`src/rtl/ita_output_streamer_pkg.sv`:
```
// Shared types and sizing for the ITA output streamer.
package ita_output_streamer_pkg;

    localparam int unsigned N         = 16;
    localparam int unsigned WI        = 8;
    localparam int unsigned BusWidth  = 32;
    localparam int unsigned AddrWidth = 32;
    localparam int unsigned CntWidth  = 16;

    localparam int unsigned VecWidth     = N * WI;
    localparam int unsigned BeatsPerVec  = VecWidth / BusWidth;
    localparam int unsigned BeatBytes    = BusWidth / 8;
    localparam int unsigned VecBytes     = VecWidth / 8;
    localparam int unsigned BeatIdxWidth = (BeatsPerVec > 1) ? $clog2(BeatsPerVec) : 1;

    typedef logic [BeatIdxWidth-1:0] beat_idx_t;

    typedef enum logic [1:0] {
        OsIdle,
        OsRun,
        OsDone
    } out_stream_state_e;

    typedef struct packed {
        logic [AddrWidth-1:0] base_addr;
        logic [AddrWidth-1:0] row_stride;
        logic [CntWidth-1:0]  vecs_per_row;
        logic [CntWidth-1:0]  num_vecs;
    } out_stream_cfg_t;

endpackage

```
`src/rtl/ita_output_addr_gen.sv`:
```
// Beat/column/row address walker for the output streamer.
// Address = row_base + col*VecBytes + beat*BeatBytes, all modulo 2^AddrWidth.
module ita_output_addr_gen
    import ita_output_streamer_pkg::*;
(
    input  logic                 clk_i,
    input  logic                 rst_i,
    input  logic                 load_i,
    input  out_stream_cfg_t      cfg_i,
    input  logic                 advance_i,
    output logic [AddrWidth-1:0] addr_o,
    output beat_idx_t            beat_o,
    output logic                 last_beat_o,
    output logic                 last_vec_o
);

    out_stream_cfg_t      cfg_q;
    logic [AddrWidth-1:0] row_base_q;
    logic [CntWidth-1:0]  col_q;
    logic [CntWidth-1:0]  vec_q;
    beat_idx_t            beat_q;

    assign beat_o      = beat_q;
    assign last_beat_o = (beat_q == beat_idx_t'(BeatsPerVec - 1));
    assign last_vec_o  = (vec_q == cfg_q.num_vecs - CntWidth'(1));
    assign addr_o      = row_base_q
                       + AddrWidth'(col_q) * AddrWidth'(VecBytes)
                       + AddrWidth'(beat_q) * AddrWidth'(BeatBytes);

    // Counter walk: beats within a vector, then columns, then rows.
    always_ff @(posedge clk_i) begin
        if (rst_i) begin
            cfg_q      <= '0;
            row_base_q <= '0;
            col_q      <= '0;
            vec_q      <= '0;
            beat_q     <= '0;
        end else if (load_i) begin
            cfg_q      <= cfg_i;
            row_base_q <= cfg_i.base_addr;
            col_q      <= '0;
            vec_q      <= '0;
            beat_q     <= '0;
        end else if (advance_i) begin
            if (last_beat_o) begin
                beat_q <= '0;
                vec_q  <= vec_q + CntWidth'(1);
                if (col_q == cfg_q.vecs_per_row - CntWidth'(1)) begin
                    col_q      <= '0;
                    row_base_q <= row_base_q + cfg_q.row_stride;
                end else begin
                    col_q <= col_q + CntWidth'(1);
                end
            end else begin
                beat_q <= beat_q + beat_idx_t'(1);
            end
        end
    end

endmodule

```
`src/rtl/ita_output_streamer.sv`:
```
// Serializes requantized ITA output vectors into bus-width write beats
// laid out row-major in L1.
//
// state  | meaning
// OsIdle | waiting for start_i; cfg sampled on accept
// OsRun  | accepting vectors and issuing write beats
// OsDone | one-cycle completion pulse, then back to idle
module ita_output_streamer
    import ita_output_streamer_pkg::*;
(
    input  logic                  clk_i,
    input  logic                  rst_i,
    input  logic                  start_i,
    input  logic [AddrWidth-1:0]  base_addr_i,
    input  logic [AddrWidth-1:0]  row_stride_i,
    input  logic [CntWidth-1:0]   vecs_per_row_i,
    input  logic [CntWidth-1:0]   num_vecs_i,
    output logic                  busy_o,
    output logic                  done_o,
    input  logic                  inp_valid_i,
    output logic                  inp_ready_o,
    input  logic [VecWidth-1:0]   inp_i,
    output logic                  mem_req_o,
    input  logic                  mem_gnt_i,
    output logic [AddrWidth-1:0]  mem_addr_o,
    output logic [BusWidth-1:0]   mem_wdata_o,
    output logic [BusWidth/8-1:0] mem_be_o
);

    out_stream_state_e                   state_q, state_d;
    logic [BeatsPerVec-1:0][BusWidth-1:0] vec_buf_q;
    logic                                full_q;
    logic [CntWidth-1:0]                 acc_q;
    logic [CntWidth-1:0]                 num_vecs_q;
    out_stream_cfg_t                     cfg_in;
    beat_idx_t                           beat;
    logic                                last_beat;
    logic                                last_vec;
    logic                                start_acc;
    logic                                beat_done;
    logic                                vec_done;
    logic                                inp_fire;

    assign cfg_in = '{base_addr:    base_addr_i,
                      row_stride:   row_stride_i,
                      vecs_per_row: vecs_per_row_i,
                      num_vecs:     num_vecs_i};

    assign beat_done   = full_q && mem_gnt_i;
    assign vec_done    = beat_done && last_beat;
    assign inp_fire    = inp_valid_i && inp_ready_o;
    assign mem_req_o   = full_q;
    assign mem_wdata_o = vec_buf_q[beat];
    assign mem_be_o    = '1;

    ita_output_addr_gen i_addr_gen (
        .clk_i       (clk_i),
        .rst_i       (rst_i),
        .load_i      (start_acc),
        .cfg_i       (cfg_in),
        .advance_i   (beat_done),
        .addr_o      (mem_addr_o),
        .beat_o      (beat),
        .last_beat_o (last_beat),
        .last_vec_o  (last_vec)
    );

    // State register.
    always_ff @(posedge clk_i) begin
        if (rst_i) begin
            state_q <= OsIdle;
        end else begin
            state_q <= state_d;
        end
    end

    // Next state, status outputs and input-side ready.
    // Ready looks at the grant so a new vector can load on the last beat.
    always_comb begin
        state_d     = state_q;
        busy_o      = 1'b0;
        done_o      = 1'b0;
        inp_ready_o = 1'b0;
        start_acc   = 1'b0;
        case (state_q)
            OsIdle: begin
                if (start_i) begin
                    start_acc = 1'b1;
                    state_d   = (num_vecs_i == '0) ? OsDone : OsRun;
                end
            end
            OsRun: begin
                busy_o      = 1'b1;
                inp_ready_o = (acc_q < num_vecs_q) && (!full_q || vec_done);
                if (vec_done && last_vec) begin
                    state_d = OsDone;
                end
            end
            OsDone: begin
                busy_o  = 1'b1;
                done_o  = 1'b1;
                state_d = OsIdle;
            end
            default: state_d = OsIdle;
        endcase
    end

    // Vector buffer, full flag and accepted-vector count.
    always_ff @(posedge clk_i) begin
        if (rst_i) begin
            vec_buf_q  <= '0;
            full_q     <= 1'b0;
            acc_q      <= '0;
            num_vecs_q <= '0;
        end else begin
            if (start_acc) begin
                acc_q      <= '0;
                num_vecs_q <= num_vecs_i;
            end
            if (inp_fire) begin
                vec_buf_q <= inp_i;
                full_q    <= 1'b1;
                acc_q     <= acc_q + CntWidth'(1);
            end else if (vec_done) begin
                full_q <= 1'b0;
            end
        end
    end

endmodule

```
`config.mk`:
```
export PLATFORM = sky130hd
export DESIGN_NAME = ita_output_streamer
export DESIGN_NICKNAME = d
export VERILOG_FILES = /design/src/rtl/ita_output_streamer_pkg.sv /design/src/rtl/ita_output_addr_gen.sv /design/src/rtl/ita_output_streamer.sv
export SDC_FILE = /design/constraint.sdc
export NUM_CORES = 1
export LEC_CHECK = 0
export CORE_MARGIN = 2
export CORE_UTILIZATION = 50
export CTS_CLUSTER_SIZE = 10
export DETAILED_ROUTE_END_ITERATION = 8
export PLACE_DENSITY = 0.77
export SETUP_SLACK_MARGIN = 0.5
export SLEW_MARGIN = 20
export SYNTH_ARGS = -nofsm -noshare
export SYNTH_HDL_FRONTEND = slang
export SYNTH_SLANG_ARGS = --single-unit
export TNS_END_PERCENT = 20
```
`constraint.sdc`:
```
create_clock -name clk_i -period 5.4 [get_ports clk_i]
set_input_delay 1.62 -clock clk_i [delete_from_list [all_inputs] [get_ports clk_i]]
set_output_delay 1.62 -clock clk_i [all_outputs]
set_load 0.005 [all_outputs]
```
==> flow_summary.ini, run 1 <==
[run_status]
outcome = finished clean

[sta]
tightest_slew_ps = 1130
rsz0062_at_grt = yes
finalCriticalPeriod_ps = 5080
setup-violations-final = 0
timing.final.crit_share = 0.941
hold_ws_ps = 451
drv_slew = 0
finalSetupTns_ps = 0
clock.fmax_mhz = 197
timing_hold_violations_final = 0
relSlewSlack = 0.239
final.setup_skew_ps = 14.8

[global_routing]
grt_busiest_layer = met2
globalRouteOverflowTotal = 0
grt_use_met3 = 0.0513
first_global_vias = 14181
grtUsageTotal = 0.271
use_met1 = 0.357
grt_pass1_wl_mm = 70.1
antenna_found_initial = 7
grt_use_met2 = 0.439
grt_max_degree = 102

[drt]
drc = 0
routed_wl_mm = 45.2
wl_per_cell_um = 17.5
viasPerCell = 5.70
drtPass1Iterations = 5
ant_nets = 0
drt-initial-drc-count = 1305
vias = 14750

[clock_tree]
cts_root_buf = clkbuf_16
cts_tree = done
htreeDepth = 2
cts_sinks = 277
cts-buffers-inserted = 35
worstSkewPairLatency_ps = 510
path_clk_slew_ps = 50
clockBufferDepth = 3

[die]
core_area_um2 = 29900
ios = 301
fp.dieH_um = 179
dieArea_um2 = 32000
initial_core_util = 0.511
rows = 63
die_w_um = 179

[synthesis]
avgSynthCellArea_um2 = 7.92
yosysTopAreaCell = dfxtp_1
yosysMostFrequentCell = nand2_1
ys_seq_area_frac = 0.363
async_flop_share = 0
synth_xor_area_frac = 0.0694
synth_cells = 1929
synth-compound-area-share = 0.174
synth_top_family_by_area = simple AND/OR/NAND/NOR gates
ys_types = 72
yosys.area_share.adder = 0.0624
synth_top_area_frac = 0.363
synthMuxAreaShare = 0.0546
netlist_area_um2 = 15300
yosys_warnings = 0
synthTopCellsByArea = dfxtp_1 36%, nand2_1 12%, a21oi_1 8.3%
synth_seq_cells = 277
synth-edff-count = 0
synth-simple-area-share = 0.231
synthFlopType = dfxtp_1
synth_commonest_cells = 493 x nand2_1, 277 x dfxtp_1, 252 x a21oi_1, 114 x nor2_1, 100 x clkbuf_1

[power]
fin_total_pwr_mw = 5.84
pwr-share-seq = 0.398
ir_drop_mv = 0.241
pwr-share-comb = 0.229
p_per_area_nw_per_um2 = 295
leakage_nw = 7.61
clock_power_share = 0.373
p_int_mw = 4.15
netSwitchingFraction = 0.289
p_sw_mw = 1.69

[cells_and_area]
nFillCells = 2439
fin_nets = 2486
design_area_um2 = 19800
areaGrowthSynthToFinish_pct = 29.6
drive_above_1_share = 0.0779
fin_util = 0.663

[setup_path]
cp-end-kind = primary output
start_kind = register
required_ps = 3780
worst_ep_arrival_time_ps = 3460
path_class = register to primary output
crit_fanout = 5
rr_worst_depth = 10

[min_path]
min_path_cells = 2
min_path_type = register to register

[place]
gp_congestion = 0.925
io_buffers = 296
dp_hpwl_mm = 32.4
place_area_um2 = 18500

[flow_run]
drv_cap = 0
==> flip-flops by register name (all words and copies together) (netlist names) <==
name,cells
state_q,2
i_addr_gen.row_base_q,32
acc_q,16
i_addr_gen.cfg_q,64
i_addr_gen.col_q,16
i_addr_gen.beat_o,2
vec_buf_q,128
i_addr_gen.vec_q,16
mem_req_o,1
==> logic make-up (layout without fill, tap and decap cells) <==
family,Yosys count,in the layout
buffers and inverters,173,436
other,1,7
DFF,277,277
xor gates and xnor gates,121,121
muxes,43,43
and+or+nand+nor,796,796
AOI/OAI and AO/OA,443,443
adders and majority gates,75,75
==> metrics by stage <==
step | worst slack, ps | std cells
5_1_grt | 156 | 2585
4_1_cts | 239 | 2576
2_1_floorplan | 596 | 1932
6_report | 319 | 2588
3_5_place_dp | 166 | 2518
3_3_place_gp | 272 | 2518
==> power groups by stage <==
stage	clock network (mW)	logic [mW]	registers, mW
after global placement	0	1.29	2.35
after global routing	2.30	1.47	2.34
after floorplan	0	0.860	2.31
after detailed placement	0	1.32	2.35
final	2.18	1.34	2.32
after CTS	2.21	1.33	2.31
==> metal layers <==
metal,share of wire,vias up
li1,-,7174
met3,0.069,108
met4,0.038,8
met2,0.46,513
met5,0.0013,-
met1,0.43,6947
==> cells in the final DEF, fill, tap and decap left out, types with 6 or more instances in the layout <==
cell type / instances
dlygate4sd2_1: 11
clkbuf_16: 36
or3_1: 9
xor2_1: 50
a31oi_1: 9
nor4b_1: 9
a211oi_1: 13
nand3_1: 46
a21o_1: 30
nand2b_1: 13
a22oi_1: 8
inv_1: 54
a211o_1: 8
xnor2_1: 70
mux2i_1: 8
and3_1: 22
a311oi_1: 24
nand2_1: 491
o21ai_0: 39
nor2b_1: 7
o21a_1: 13
mux4_2: 32
o211ai_1: 9
dfxtp_2: 9
buf_4: 33
clkbuf_8: 6
nor4_1: 10
a21oi_1: 249
nand3b_1: 8
clkdlybuf4s50_1: 280
nor3_1: 14
ha_1: 66
nand4_1: 18
nor2_1: 113
dfxtp_1: 265
==> cell type report <==
cell class / instances / area [um^2] / area share
clock inverters: 4 / 60.1 / 0.00303
flip-flops and latches: 277 / 5570 / 0.281
inverters: 54 / 203 / 0.0102
well taps: 390 / 488 / 0.0247
multi-input cells: 1482 / 9220 / 0.466
repair buffers: 332 / 3250 / 0.164
diodes: 3 / 7.51 / 0.000379
clock buffers: 46 / 998 / 0.0504
==> timing repair <==
action,in CTS,in global routing
setup buffers,8,9
setup endpoints to repair,19,17
resized for setup,42,20
pin swaps,11,13
hold buffers,0,0
cloned,0,0
==> final timing paths <==
path	startpoint	slack (ps)	end
worst max-delay path	i_addr_gen.col_q[4]$_SDFFE_PP0P_	320	mem_addr_o[31]
worst min-delay path	vec_buf_q[112]$_SDFFE_PP0P_	450	vec_buf_q[112]$_SDFFE_PP0P_
worst max register to register	i_addr_gen.cfg_q[16]$_SDFFE_PP0P_	1290	i_addr_gen.row_base_q[31]$_SDFFE_PP0P_
worst min register to register	vec_buf_q[112]$_SDFFE_PP0P_	450	vec_buf_q[112]$_SDFFE_PP0P_
==> worst max-delay path, cell delays in order (launching register included) <==
cell	delay (ps)
dfxtp_2	380
ha_2	300
o21a_1	130
o21a_1	210
o211ai_1	120
a21boi_1	120
o311a_1	360
o41a_1	440
a21o_1	260
buf_6	140
nand4_1	100
xnor2_1	140
clkdlybuf4s15_1	230
No activity file was read; power rests on OpenSTA's default activity.
==> inputs of run 2 (changes only) <==
--- a/config.mk
+++ b/config.mk
@@ -6,12 +6,12 @@
 export NUM_CORES = 1
 export LEC_CHECK = 0
 export CORE_MARGIN = 2
-export CORE_UTILIZATION = 50
+export CORE_UTILIZATION = 40
 export CTS_CLUSTER_SIZE = 10
 export DETAILED_ROUTE_END_ITERATION = 8
-export PLACE_DENSITY = 0.77
+export PLACE_DENSITY = 0.65
 export SETUP_SLACK_MARGIN = 0.5
-export SLEW_MARGIN = 20
+export SLEW_MARGIN = 15
 export SYNTH_ARGS = -nofsm -noshare
 export SYNTH_HDL_FRONTEND = slang
 export SYNTH_SLANG_ARGS = --single-unit
==> run 2 against run 1 <==
Clock power fell by 3%. Final cell count up 5.0%. First-iteration DRC count fell by 40%. Sequential share of layout area down 0.20 points. Largest power group unchanged.
==> flow_summary.ini, run 2 (same netlist as run 1, synthesis figures left out) <==
[die]
initial_core_util = 0.405
dieArea_um2 = 39800
fp.dieH_um = 199
rows = 71
core_area_um2 = 37700
ios = 301
die_w_um = 199

[setup_path]
crit_chain = ha_2 -> or3_4 -> o211ai_1 -> a21boi_1 -> o311a_1 -> buf_4 -> o21ai_4 -> a21boi_2 -> or4b_2 -> nand4_1 -> buf_2
start_kind = register
crit_fanout = 4
path_class = register to primary output
cp_num_cells = 11
required_ps = 3780
slowest_stage = or4b_2
cp-end-kind = primary output
rr_worst_depth = 10
path_delay_family = simple AND/OR/NAND/NOR gates
critPathBufInv = 2
max_stage_delay_ps = 600
worst_ep_arrival_time_ps = 3340

[place]
gp_congestion = 0.883
io_buffers = 296
dp_hpwl_mm = 33.3
dp_slack_ps = 72.9

[power]
ir_drop_mv = 0.203
leakage_nw = 7.57
p_per_area_nw_per_um2 = 289
fin_total_pwr_mw = 5.77

[sta]
timing.final.crit_share = 0.919
drv_slew = 0
rsz0062_at_grt = yes
timing_hold_violations_final = 0
finalCriticalPeriod_ps = 4960
tightest_slew_ps = 1070
fin_ws_ps = 437
relSlewSlack = 0.286
final.setup_skew_ps = 18.8
clock.fmax_mhz = 201
finalSetupTns_ps = 0
setup-violations-final = 0

[drt]
vias = 14424
viasPerCell = 5.31
dr_wl_met2_mm = 21.3
ant_nets = 0
drc = 0
drt-initial-drc-count = 789
wl_per_cell_um = 17.0
top_layer = met5
drtPass1Iterations = 5
routed_wl_mm = 46.1
drt-met1-wl_mm = 20.9
wl_met3_mm = 2.52

[cells_and_area]
largest_reg_flops = 128
reg_top3 = vec_buf_q: 128 flops, i_addr_gen.cfg_q: 64 flops, i_addr_gen.row_base_q: 32 flops
drive_above_1_share = 0.0884
most-common-layout-cells = 492 x nand2_1, 279 x clkdlybuf4s50_1, 266 x dfxtp_1
fin_nets = 2496
top_register = vec_buf_q
layout_commonest_cell = nand2_1
areaGrowthSynthToFinish_pct = 30.6

[clock_tree]
cts-hold-fix-buffers = 0
worstSkewPairLatency_ps = 520
cts-buffers-inserted = 35
htreeDepth = 2
cts_sinks = 277
cts_tree = done
cts_root_buf = clkbuf_16
path_clk_slew_ps = 60
clockBufferDepth = 3

[run_status]
outcome = finished clean

[global_routing]
grt_pass1_wl_mm = 72.3
grtUsageTotal = 0.228
antenna_found_initial = 9
first_global_vias = 13885
globalRouteOverflowTotal = 0
grt_max_degree = 101

[min_path]
min_path_cells = 2
min_path_type = register to register

[flow_run]
drv_cap = 0
-- run 2: cell types whose count changed in the layout (fill, tap and decap cells not counted), sizes merged, moves of 2 or more --
cell,change
buf,+19
clkbuf,+4
dlygate4sd2,-7
dlymetal6s2s,-2
-- run 2: metal layers --
layer  GRT usage  up-vias
met5           0        -
met4      0.0746       12
met3      0.0471       89
met2       0.371      333
met1       0.301     6813
li1            -     7177
-- run 2: path summary, 6_finish.rpt --
check	startpoint	to	slack (ps)
hold reg to reg	vec_buf_q[68]$_SDFFE_PP0P_	vec_buf_q[68]$_SDFFE_PP0P_	450
setup / recovery	i_addr_gen.col_q[2]$_SDFFE_PP0P_	mem_addr_o[17]	440
hold / removal	vec_buf_q[68]$_SDFFE_PP0P_	vec_buf_q[68]$_SDFFE_PP0P_	450
setup reg to reg	i_addr_gen.cfg_q[16]$_SDFFE_PP0P_	i_addr_gen.row_base_q[31]$_SDFFE_PP0P_	1330
-- run 2: cell type report --
type,count,area [um^2]
inverter,54,203
multi-input combinational,1482,9240
fill,3588,17700
timing repair buffer,342,3280
sequential,277,5570
clock buffer,48,995
tap,511,639
antenna,2,5.00
clock inverter,2,13.8
-- run 2: power breakdown --
part | internal (mW) | switching [mW]
Combinational | 0.628 | 0.705
Sequential | 2.19 | 0.130
Clock | 1.27 | 0.849
Total | 4.08 | 1.68
-- run 2: worst min-delay path: stages (launching register included) --
cell and delay, ps:
dfxtp_1 300, nand2_1 50, a21oi_1 50
-- run 2: metrics by stage --
stage          utilization  area (um^2)  std cells  hold WS, ps
2_1_floorplan            -        15300       1932          433
3_3_place_gp         0.494        18600       2640          439
3_5_place_dp         0.494        18600       2640          445
4_1_cts              0.528        19900       2712          452
5_1_grt              0.529        19900       2717          467
6_report             0.529        19900       2718          452
-- run 2: repair_timing --
item	CTS	global route
pin swaps	22	19
endpoints found under the hold margin	0	0
buffers inserted	22	4
gates resized for setup	88	14
endpoints found under the setup margin	18	18
